[src/rtl/vga_scan_out.sv]
// vga_scan_out: 640x480@60 VGA timing, pixel address fetch and palette.
// Two-stage pixel pipe: ADDR issued on one tick, RGB/sync/blank one tick later.
module vga_scan_out #(
    parameter int          CLK_DIV   = 2,
    parameter logic [23:0] COLOR0    = 24'h000000,
    parameter logic [23:0] COLOR1    = 24'hFFFFFF,
    parameter logic [23:0] COLOR2    = 24'h202060,
    parameter logic [23:0] COLOR3    = 24'hFFFF00,
    parameter int          H_VISIBLE = 640,
    parameter int          H_FRONT   = 16,
    parameter int          H_SYNC    = 96,
    parameter int          H_BACK    = 48,
    parameter int          V_VISIBLE = 480,
    parameter int          V_FRONT   = 10,
    parameter int          V_SYNC    = 2,
    parameter int          V_BACK    = 33
) (
    input  logic        clk,
    input  logic        reset,
    input  logic [1:0]  j,
    output logic [18:0] ADDR,
    output logic [7:0]  vga_r,
    output logic [7:0]  vga_g,
    output logic [7:0]  vga_b,
    output logic        vga_hs,
    output logic        vga_vs,
    output logic        vga_blank_n,
    output logic        frame_start
);

    localparam int DIV_W   = (CLK_DIV > 1) ? $clog2(CLK_DIV) : 1;
    localparam int H_TOTAL = H_VISIBLE + H_FRONT + H_SYNC + H_BACK;
    localparam int V_TOTAL = V_VISIBLE + V_FRONT + V_SYNC + V_BACK;

    localparam logic [DIV_W-1:0] DIV_LAST = DIV_W'(CLK_DIV - 1);

    localparam logic [9:0] H_VIS_END = 10'(H_VISIBLE);
    localparam logic [9:0] H_SYN_BEG = 10'(H_VISIBLE + H_FRONT);
    localparam logic [9:0] H_SYN_END = 10'(H_VISIBLE + H_FRONT + H_SYNC);
    localparam logic [9:0] H_LAST    = 10'(H_TOTAL - 1);
    localparam logic [9:0] V_VIS_END = 10'(V_VISIBLE);
    localparam logic [9:0] V_VIS_LST = 10'(V_VISIBLE - 1);
    localparam logic [9:0] V_SYN_BEG = 10'(V_VISIBLE + V_FRONT);
    localparam logic [9:0] V_SYN_END = 10'(V_VISIBLE + V_FRONT + V_SYNC);
    localparam logic [9:0] V_LAST    = 10'(V_TOTAL - 1);

    logic [DIV_W-1:0] div_cnt;
    logic             tick;
    logic [9:0]       h_cnt;
    logic [9:0]       v_cnt;
    logic             vis;
    logic             hs_on;
    logic             vs_on;
    logic [18:0]      addr_next;
    logic             vis_d;
    logic             hs_d;
    logic             vs_d;
    logic [23:0]      color;
    logic [23:0]      rgb_q;

    assign tick = (div_cnt == DIV_LAST);

    // Pixel-rate divider: one tick every CLK_DIV clocks.
    always_ff @(posedge clk) begin
        if (reset)
            div_cnt <= '0;
        else if (tick)
            div_cnt <= '0;
        else
            div_cnt <= div_cnt + 1'b1;
    end

    // Raster position: h wraps each line, v advances on h wrap.
    always_ff @(posedge clk) begin
        if (reset) begin
            h_cnt <= '0;
            v_cnt <= '0;
        end else if (tick) begin
            if (h_cnt == H_LAST) begin
                h_cnt <= '0;
                v_cnt <= (v_cnt == V_LAST) ? '0 : v_cnt + 1'b1;
            end else begin
                h_cnt <= h_cnt + 1'b1;
            end
        end
    end

    // Region flags and shift-add pixel index v*640+h for the current position.
    always_comb begin
        vis       = (h_cnt < H_VIS_END) && (v_cnt < V_VIS_END);
        hs_on     = (h_cnt >= H_SYN_BEG) && (h_cnt < H_SYN_END);
        vs_on     = (v_cnt >= V_SYN_BEG) && (v_cnt < V_SYN_END);
        addr_next = {v_cnt, 9'd0} + {2'd0, v_cnt, 7'd0} + {9'd0, h_cnt};
    end

    // Palette lookup of the colour class returned for the issued ADDR.
    always_comb begin
        color = COLOR0;
        unique case (j)
            2'd0: color = COLOR0;
            2'd1: color = COLOR1;
            2'd2: color = COLOR2;
            2'd3: color = COLOR3;
        endcase
    end

    // Stage 0 issues ADDR and flags; stage 1 emits RGB, sync and blank together.
    always_ff @(posedge clk) begin
        if (reset) begin
            ADDR        <= '0;
            vis_d       <= 1'b0;
            hs_d        <= 1'b0;
            vs_d        <= 1'b0;
            rgb_q       <= '0;
            vga_hs      <= 1'b1;
            vga_vs      <= 1'b1;
            vga_blank_n <= 1'b0;
        end else if (tick) begin
            ADDR        <= vis ? addr_next : '0;
            vis_d       <= vis;
            hs_d        <= hs_on;
            vs_d        <= vs_on;
            rgb_q       <= vis_d ? color : '0;
            vga_hs      <= ~hs_d;
            vga_vs      <= ~vs_d;
            vga_blank_n <= vis_d;
        end
    end

    // One-clock strobe as the raster leaves the last visible line.
    always_ff @(posedge clk) begin
        if (reset)
            frame_start <= 1'b0;
        else
            frame_start <= tick && (h_cnt == H_LAST) && (v_cnt == V_VIS_LST);
    end

    assign vga_r = rgb_q[23:16];
    assign vga_g = rgb_q[15:8];
    assign vga_b = rgb_q[7:0];

endmodule

[config.mk]
export PLATFORM = sky130hd
export DESIGN_NAME = vga_scan_out
export DESIGN_NICKNAME = d
export VERILOG_FILES = /design/src/rtl/vga_scan_out.sv
export SDC_FILE = /design/constraint.sdc
export NUM_CORES = 1
export LEC_CHECK = 0
export CAP_MARGIN = 25
export CORE_MARGIN = 2
export CORE_UTILIZATION = 45
export DETAILED_ROUTE_END_ITERATION = 8
export DONT_BUFFER_PORTS = 1
export GPL_TIMING_DRIVEN = 1
export MAX_ROUTING_LAYER = met4
export PLACE_DENSITY = 0.56
export SYNTH_ARGS = -nofsm -noshare
export SYNTH_HDL_FRONTEND = slang
export SYNTH_SLANG_ARGS = --single-unit
[constraint.sdc]
create_clock -name clk -period 2.9 [get_ports clk]
set_input_delay 0.435 -clock clk [delete_from_list [all_inputs] [get_ports clk]]
set_output_delay 0.435 -clock clk [all_outputs]
set_load 0.05 [all_outputs]
==> results_dict.tcl, run 1 <==
set metrics [dict create \
    cts_setup_buffers 0 \
    drc_errors 0 \
    stdcell_count 368 \
    power.internal_uw 983 \
    multiInputGateArea_um2 1460 \
    num_rows 28 \
    grt_start_max_net_pins 19 \
    switching_power_uw 319 \
    dr.pass1.iters 4 \
    clock_skew_ns 0.00634 \
    clockPowerShare_pct 39.1 \
    yosys_most_used_dff "dfxtp_1" \
    core-area_um2 5920 \
    grt_pass1_wl_um 8380 \
    cts_buffers 5 \
    hold_depth 1 \
    ant_nets 0 \
    r2r_start "h_cnt[9]" \
    drive_gt1_share_pct 5.46 \
    critPathKind "flip-flop to flip-flop" \
    antenna_found_initial 0 \
    dp_hpwl_um 3710 \
    worst_skew_pair.late_latency_ns 0.31 \
    slowest_delay_ns 0.60 \
    status "finished clean" \
    yosysWarnings 0 \
    seq_power_share_pct 56.6 \
    synth_common_cells "51 x dfxtp_1, 32 x nand2_1, 32 x nor2_1" \
    grt-ovfl-total 0 \
    rrSetupSlack_ns 0.46 \
    io_pins 51 \
    nFillCells 563 \
    synthDistinctLibCells 43 \
    setup_tns_ns 0 \
    synthTopCellsByArea "dfxtp_1 37%, ha_1 12%, buf_4 5.5%" \
    post-route-min-period_ns 2.44 \
    fin_crit_sh_pct 84.3 \
    ys_seq_elements 51 \
    tightest_slew_ns 0.968 \
    synth-seq-area-share_pct 37.1 \
    worst_setup_path_start_kind "flip-flop" \
    synth_edf_count 0 \
    portBuffers 0 \
    cts_num_sinks 51 \
    synth.top_cell.area_share_pct 37.1 \
    maxCapViolCount 0 \
    synth_top_cell_by_area "dfxtp_1" \
    grtUsageTotal_pct 16.6 \
    slew_headroom_pct 35.4 \
    leakage_nw 1.11 \
    cp_top_family "adder cells" \
    cp.required_ns 3.09 \
    combPwrFrac_pct 4.3 \
    slowest_stage "fa_1" \
    area_growth_pct 1.73 \
    powerDensity_nw_per_um2 466 \
    critPathArrivalTime_ns 2.64 \
    drt-total-wl_um 4990 \
    min_to "rgb_q[7]" \
    start_util_pct 46.4 \
    ff2ff_path_depth 9 \
    synth.most_common_cell "dfxtp_1" \
    ir_worst_vdd_mv 0.225 \
    rsz0062_at_grt "no" \
    diodes 0 \
    via_count 1931 \
    die_area_um2 6750 \
    synth_area_um2 2750 \
    crit_chain "inv_1 -> fa_1 -> inv_1 -> ha_1 -> a211oi_1 -> o21ai_0 -> a31oi_1 -> xor2_1 -> o21ai_0" \
    async_flop_share_pct 0 \
    crit_buf_inv 2 \
    clkTransAtPathRegs_ns 0.10 \
    hold_buffers 0 \
    syn_inst 314 \
    r2r_end "ADDR[15]" \
    regArea_um2 1030 \
    hold_class "input port to flip-flop" \
    post_cts_resized 0 \
    cts_htree_levels 2 \
    dp_cells 360 \
    drtIter0Drc 54 \
    cts_root_buf "clkbuf_8" \
    via_per_inst 5.25 \
    die_h_um 82.2 \
    final_nets 325 \
    holdCritStartpoint "reset" \
    max_freq_mhz 409 \
    swShare_pct 24.5 \
    crit_fanout 4 \
    finalHoldViolCount 0 \
    grt_pass1_vias 1806 \
    cts_tree "done" \
    wl_per_cell_um 13.6 \
    place_congestion 0.804 \
    synth.avg_cell_area_um2 8.75 \
    end_kind "flip-flop" \
    cts_buffer_depth 2 \
    die_w_um 82.2 \
    slew_violations 0 \
    setup_viol 0 \
    syn_nets 347 \
]
## state kept, by name (all words and copies together), names as in the netlist
name / cells
vs_d: 1
div_cnt: 1
hs_d: 1
rgb_q: 4
vga_vs: 1
v_cnt: 10
frame_start: 1
vga_blank_n: 1
vga_hs: 1
h_cnt: 10
ADDR: 19
vis_d: 1
## layer usage
| layer | GRT usage, % | up-vias | part of all wire [%] |
|---|---|---|---|
| met4 | 5.17 | 0 | 1.3 |
| met1 | 22.4 | 881 | 51 |
| met3 | 4.13 | 6 | 4.3 |
| met2 | 24.6 | 33 | 43 |
| li1 | - | 1011 | - |
| met5 | - | - | 0 |
## through the flow
stage               setup WS [ns]  utilization, %  area [µm²]  hold WS, ns  power, mW
floorplan                   0.665               -        2750        0.441      0.807
global placement            0.542            45.3        2680        0.449      0.810
detailed placement          0.463            45.3        2680        0.448      0.810
CTS                         0.450            47.2        2800        0.168       1.33
global route                0.242            47.2        2800        0.153       1.36
finish                      0.455            47.2        2800        0.177       1.30
## placed cells by master, fill, tap and decap left out, types with 3 or more instances in the layout
| master | n |
|---|---|
| o21a_1 | 3 |
| nor2_1 | 32 |
| ha_1 | 27 |
| nand4_1 | 9 |
| nor2b_1 | 3 |
| nand3_1 | 4 |
| nor3_1 | 4 |
| a22o_1 | 7 |
| clkbuf_8 | 5 |
| a21oi_1 | 13 |
| xor2_1 | 11 |
| o21ai_0 | 22 |
| nor4_1 | 3 |
| a31oi_1 | 4 |
| xnor2_1 | 11 |
| dfxtp_1 | 49 |
| inv_1 | 16 |
| nand2_1 | 32 |
## final cells by class
cell class / count / share of cell area (%)
timing repair buffer: 3 / 1.52
sequential: 51 / 36.8
multi-input combinational: 215 / 52.0
tap: 75 / 3.36
clock inverter: 3 / 1.70
clock buffer: 5 / 2.46
inverter: 16 / 2.15
## how the worst max path moves through the flow
| stage | to | slack (ns) | cells past startpoint | from |
|---|---|---|---|---|
| 2_1_floorplan | ADDR[15] | 0.66 | 9 | h_cnt[9] |
| 3_3_place_gp | ADDR[15] | 0.54 | 9 | h_cnt[9] |
| 3_5_place_dp | ADDR[15] | 0.46 | 9 | h_cnt[9] |
| 4_1_cts | ADDR[15] | 0.45 | 9 | h_cnt[9] |
| 5_1_grt | ADDR[14] | 0.24 | 9 | h_cnt[9] |
| 6_report | ADDR[15] | 0.46 | 9 | h_cnt[9] |
## power by group through the flow
stage	clock network [mW]	registers (mW)	logic (mW)
4_1_cts	0.532	0.736	0.0575
3_5_place_dp	0	0.753	0.0574
6_report	0.509	0.736	0.0563
5_1_grt	0.558	0.739	0.0622
3_3_place_gp	0	0.753	0.0572
2_1_floorplan	0	0.741	0.0662
## kinds of logic (layout without fill, tap and decap cells)
group / Yosys count / after routing / synth area share (%)
simple gates: 103 / 103 / 18.2
compound gates: 59 / 59 / 13.3
mux: 2 / 2 / 0.728
fa+ha+maj: 29 / 29 / 13.7
buf+inv: 48 / 27 / 9.92
xor+xnor: 22 / 22 / 7.01
flops: 51 / 51 / 37.1
(Power assumes the default switching activity.)
==> run 2: changes to the inputs <==
PLACE_DENSITY = 0.58   (was 0.56)
clock period = 2 ns   (was 2.9 ns; I/O delays follow)
==> results_dict.tcl, run 2 (synthesis gave the netlist of run 1 again) <==
set metrics [dict create \
    die_area_um2 6750 \
    violations "negative setup slack" \
    die_w_um 82.2 \
    wl_per_cell_um 14.3 \
    worst_setup_path_start_kind "flip-flop" \
    cp.required_ns 2.19 \
    crit_fanout 3 \
    drtIter0Drc 102 \
    hold_buffers 0 \
    via_count 2170 \
    drc_errors 0 \
    ant_nets 0 \
    grt_pass1_vias 1987 \
    place_congestion 0.815 \
    final_nets 366 \
    maxCapViolCount 0 \
    cts_htree_levels 2 \
    final_util_pct 55.9 \
    clock_skew_ns 0.00767 \
    slew_headroom_pct 63.1 \
    area_growth_pct 20.3 \
    core-area_um2 5920 \
    critPathArrivalTime_ns 2.26 \
    grt_pass1_wl_um 9210 \
    diodes 0 \
    worst_slack_ns -0.0728 \
    dr.pass1.iters 4 \
    dp_cells 394 \
    die_h_um 82.2 \
    layout_common_cells "43 x dfxtp_1, 39 x buf_4, 32 x nand2_1, 31 x nor2_1, 25 x ha_1" \
    slew_violations 0 \
    cts_buffer_depth 2 \
    worst_skew_pair.late_latency_ns 0.31 \
    leakage_nw 1.41 \
    r2r_end "ADDR[15]" \
    tightest_slew_ns 0.553 \
    portBuffers 0 \
    dp_hpwl_um 4250 \
    stdcell_count 409 \
    ff2ff_path_depth 9 \
    hold_class "input port to flip-flop" \
    power_mw 1.77 \
    post-route-min-period_ns 2.07 \
    r2r_start "v_cnt[2]" \
    rsz0062_at_grt "yes" \
    largest_registers "ADDR: 19 flops, h_cnt: 10 flops, v_cnt: 10 flops" \
    max_freq_mhz 482 \
    finalHoldViolCount 0 \
    cts_tree "done" \
    largest_reg_flops 19 \
    ir_worst_vdd_mv 0.263 \
    grtUsageTotal_pct 18.3 \
    critPathKind "flip-flop to flip-flop" \
    num_rows 28 \
    cts_buffers 5 \
    setup_viol 14 \
    cts_num_sinks 51 \
    cts_root_buf "clkbuf_8" \
    status "complete, but fails checks" \
    antenna_found_initial 0 \
    clkTransAtPathRegs_ns 0.09 \
    fin_crit_sh_pct 104 \
    rrSetupSlack_ns -0.07 \
    holdCritStartpoint "reset" \
    min_to "rgb_q[22]" \
    io_pins 51 \
    grt-ovfl-total 0 \
    largest-register "ADDR" \
    end_kind "flip-flop" \
    start_util_pct 46.4 \
    hold_depth 1 \
    drive_gt1_share_pct 26.0 \
    drt-total-wl_um 5850 \
    powerDensity_nw_per_um2 534 \
    layout_commonest_cell "dfxtp_1" \
    via_per_inst 5.31 \
    grt_start_max_net_pins 19 \
]
## run 2: changes by cell type in the layout (fill, tap and decap cells not counted), sizes merged
cell | before | now
buf | 3 | 44
clkinv | 1 | 2
clkinvlp | 0 | 1
bufinv | 1 | 0
inv | 17 | 16
## run 2: per-layer routing
layer	wire (µm)	track usage [%]
met1	2780	24.0
met2	2650	28.0
met3	342	4.13
met4	74	6.00
met5	0	-
## run 2: how the worst max path moves through the flow
| stage | cells past startpoint | end | startpoint | slack, ns |
|---|---|---|---|---|
| floorplan | 8 | v_cnt[5] | h_cnt[5] | -0.05 |
| global placement | 9 | ADDR[15] | v_cnt[2] | -0.05 |
| detailed placement | 9 | ADDR[17] | v_cnt[2] | -0.09 |
| CTS | 9 | ADDR[15] | v_cnt[0] | -0.09 |
| global route | 9 | ADDR[15] | v_cnt[2] | -0.17 |
| finish | 9 | ADDR[15] | v_cnt[2] | -0.07 |
## run 2: critical path, stage by stage (launching register included)
cell	delay (ns)
dfxtp_2	0.34
inv_2	0.04
fa_2	0.60
inv_2	0.05
ha_4	0.21
a211oi_2	0.20
o21ai_2	0.09
a31oi_1	0.20
xor2_1	0.17
o21ai_1	0.07
## run 2: what timing repair did
item / in CTS / in global routing
cloned: 1 / 0
endpoints found under the hold margin: 0 / 0
gates resized for setup: 13 / 20
buffers inserted: 2 / 4
setup endpoints to repair: 10 / 22
pin swaps: 8 / 20
## run 2: area by class of cell
type	count	area, µm²
Tap cell	75	93.8
Clock buffer	5	68.8
Multi-Input combinational cell	215	1620
Timing Repair Buffer	44	408
Clock inverter	3	20.0
Fill cell	544	2610
Sequential cell	51	1040
Inverter	16	60.1
## run 2: through the flow
stage | area, µm² | hold WS [ns] | setup slack [ns] | TNS [ns]
finish | 3310 | 0.0398 | -0.0728 | -0.324
detailed placement | 3010 | 0.366 | -0.0916 | -0.512
floorplan | 2820 | 0.441 | -0.0500 | -0.250
global placement | 3010 | 0.364 | -0.0458 | -0.210
CTS | 3200 | 0.0318 | -0.0866 | -0.343
global route | 3310 | 0.0239 | -0.171 | -1.34
## run 2: power by group
group	switching [mW]	total, mW	leakage, nW	internal [mW]
clock	0.356	0.601	0.0418	0.245
combinational	0.0912	0.126	0.949	0.0344
sequential	0.0164	1.04	0.417	1.02
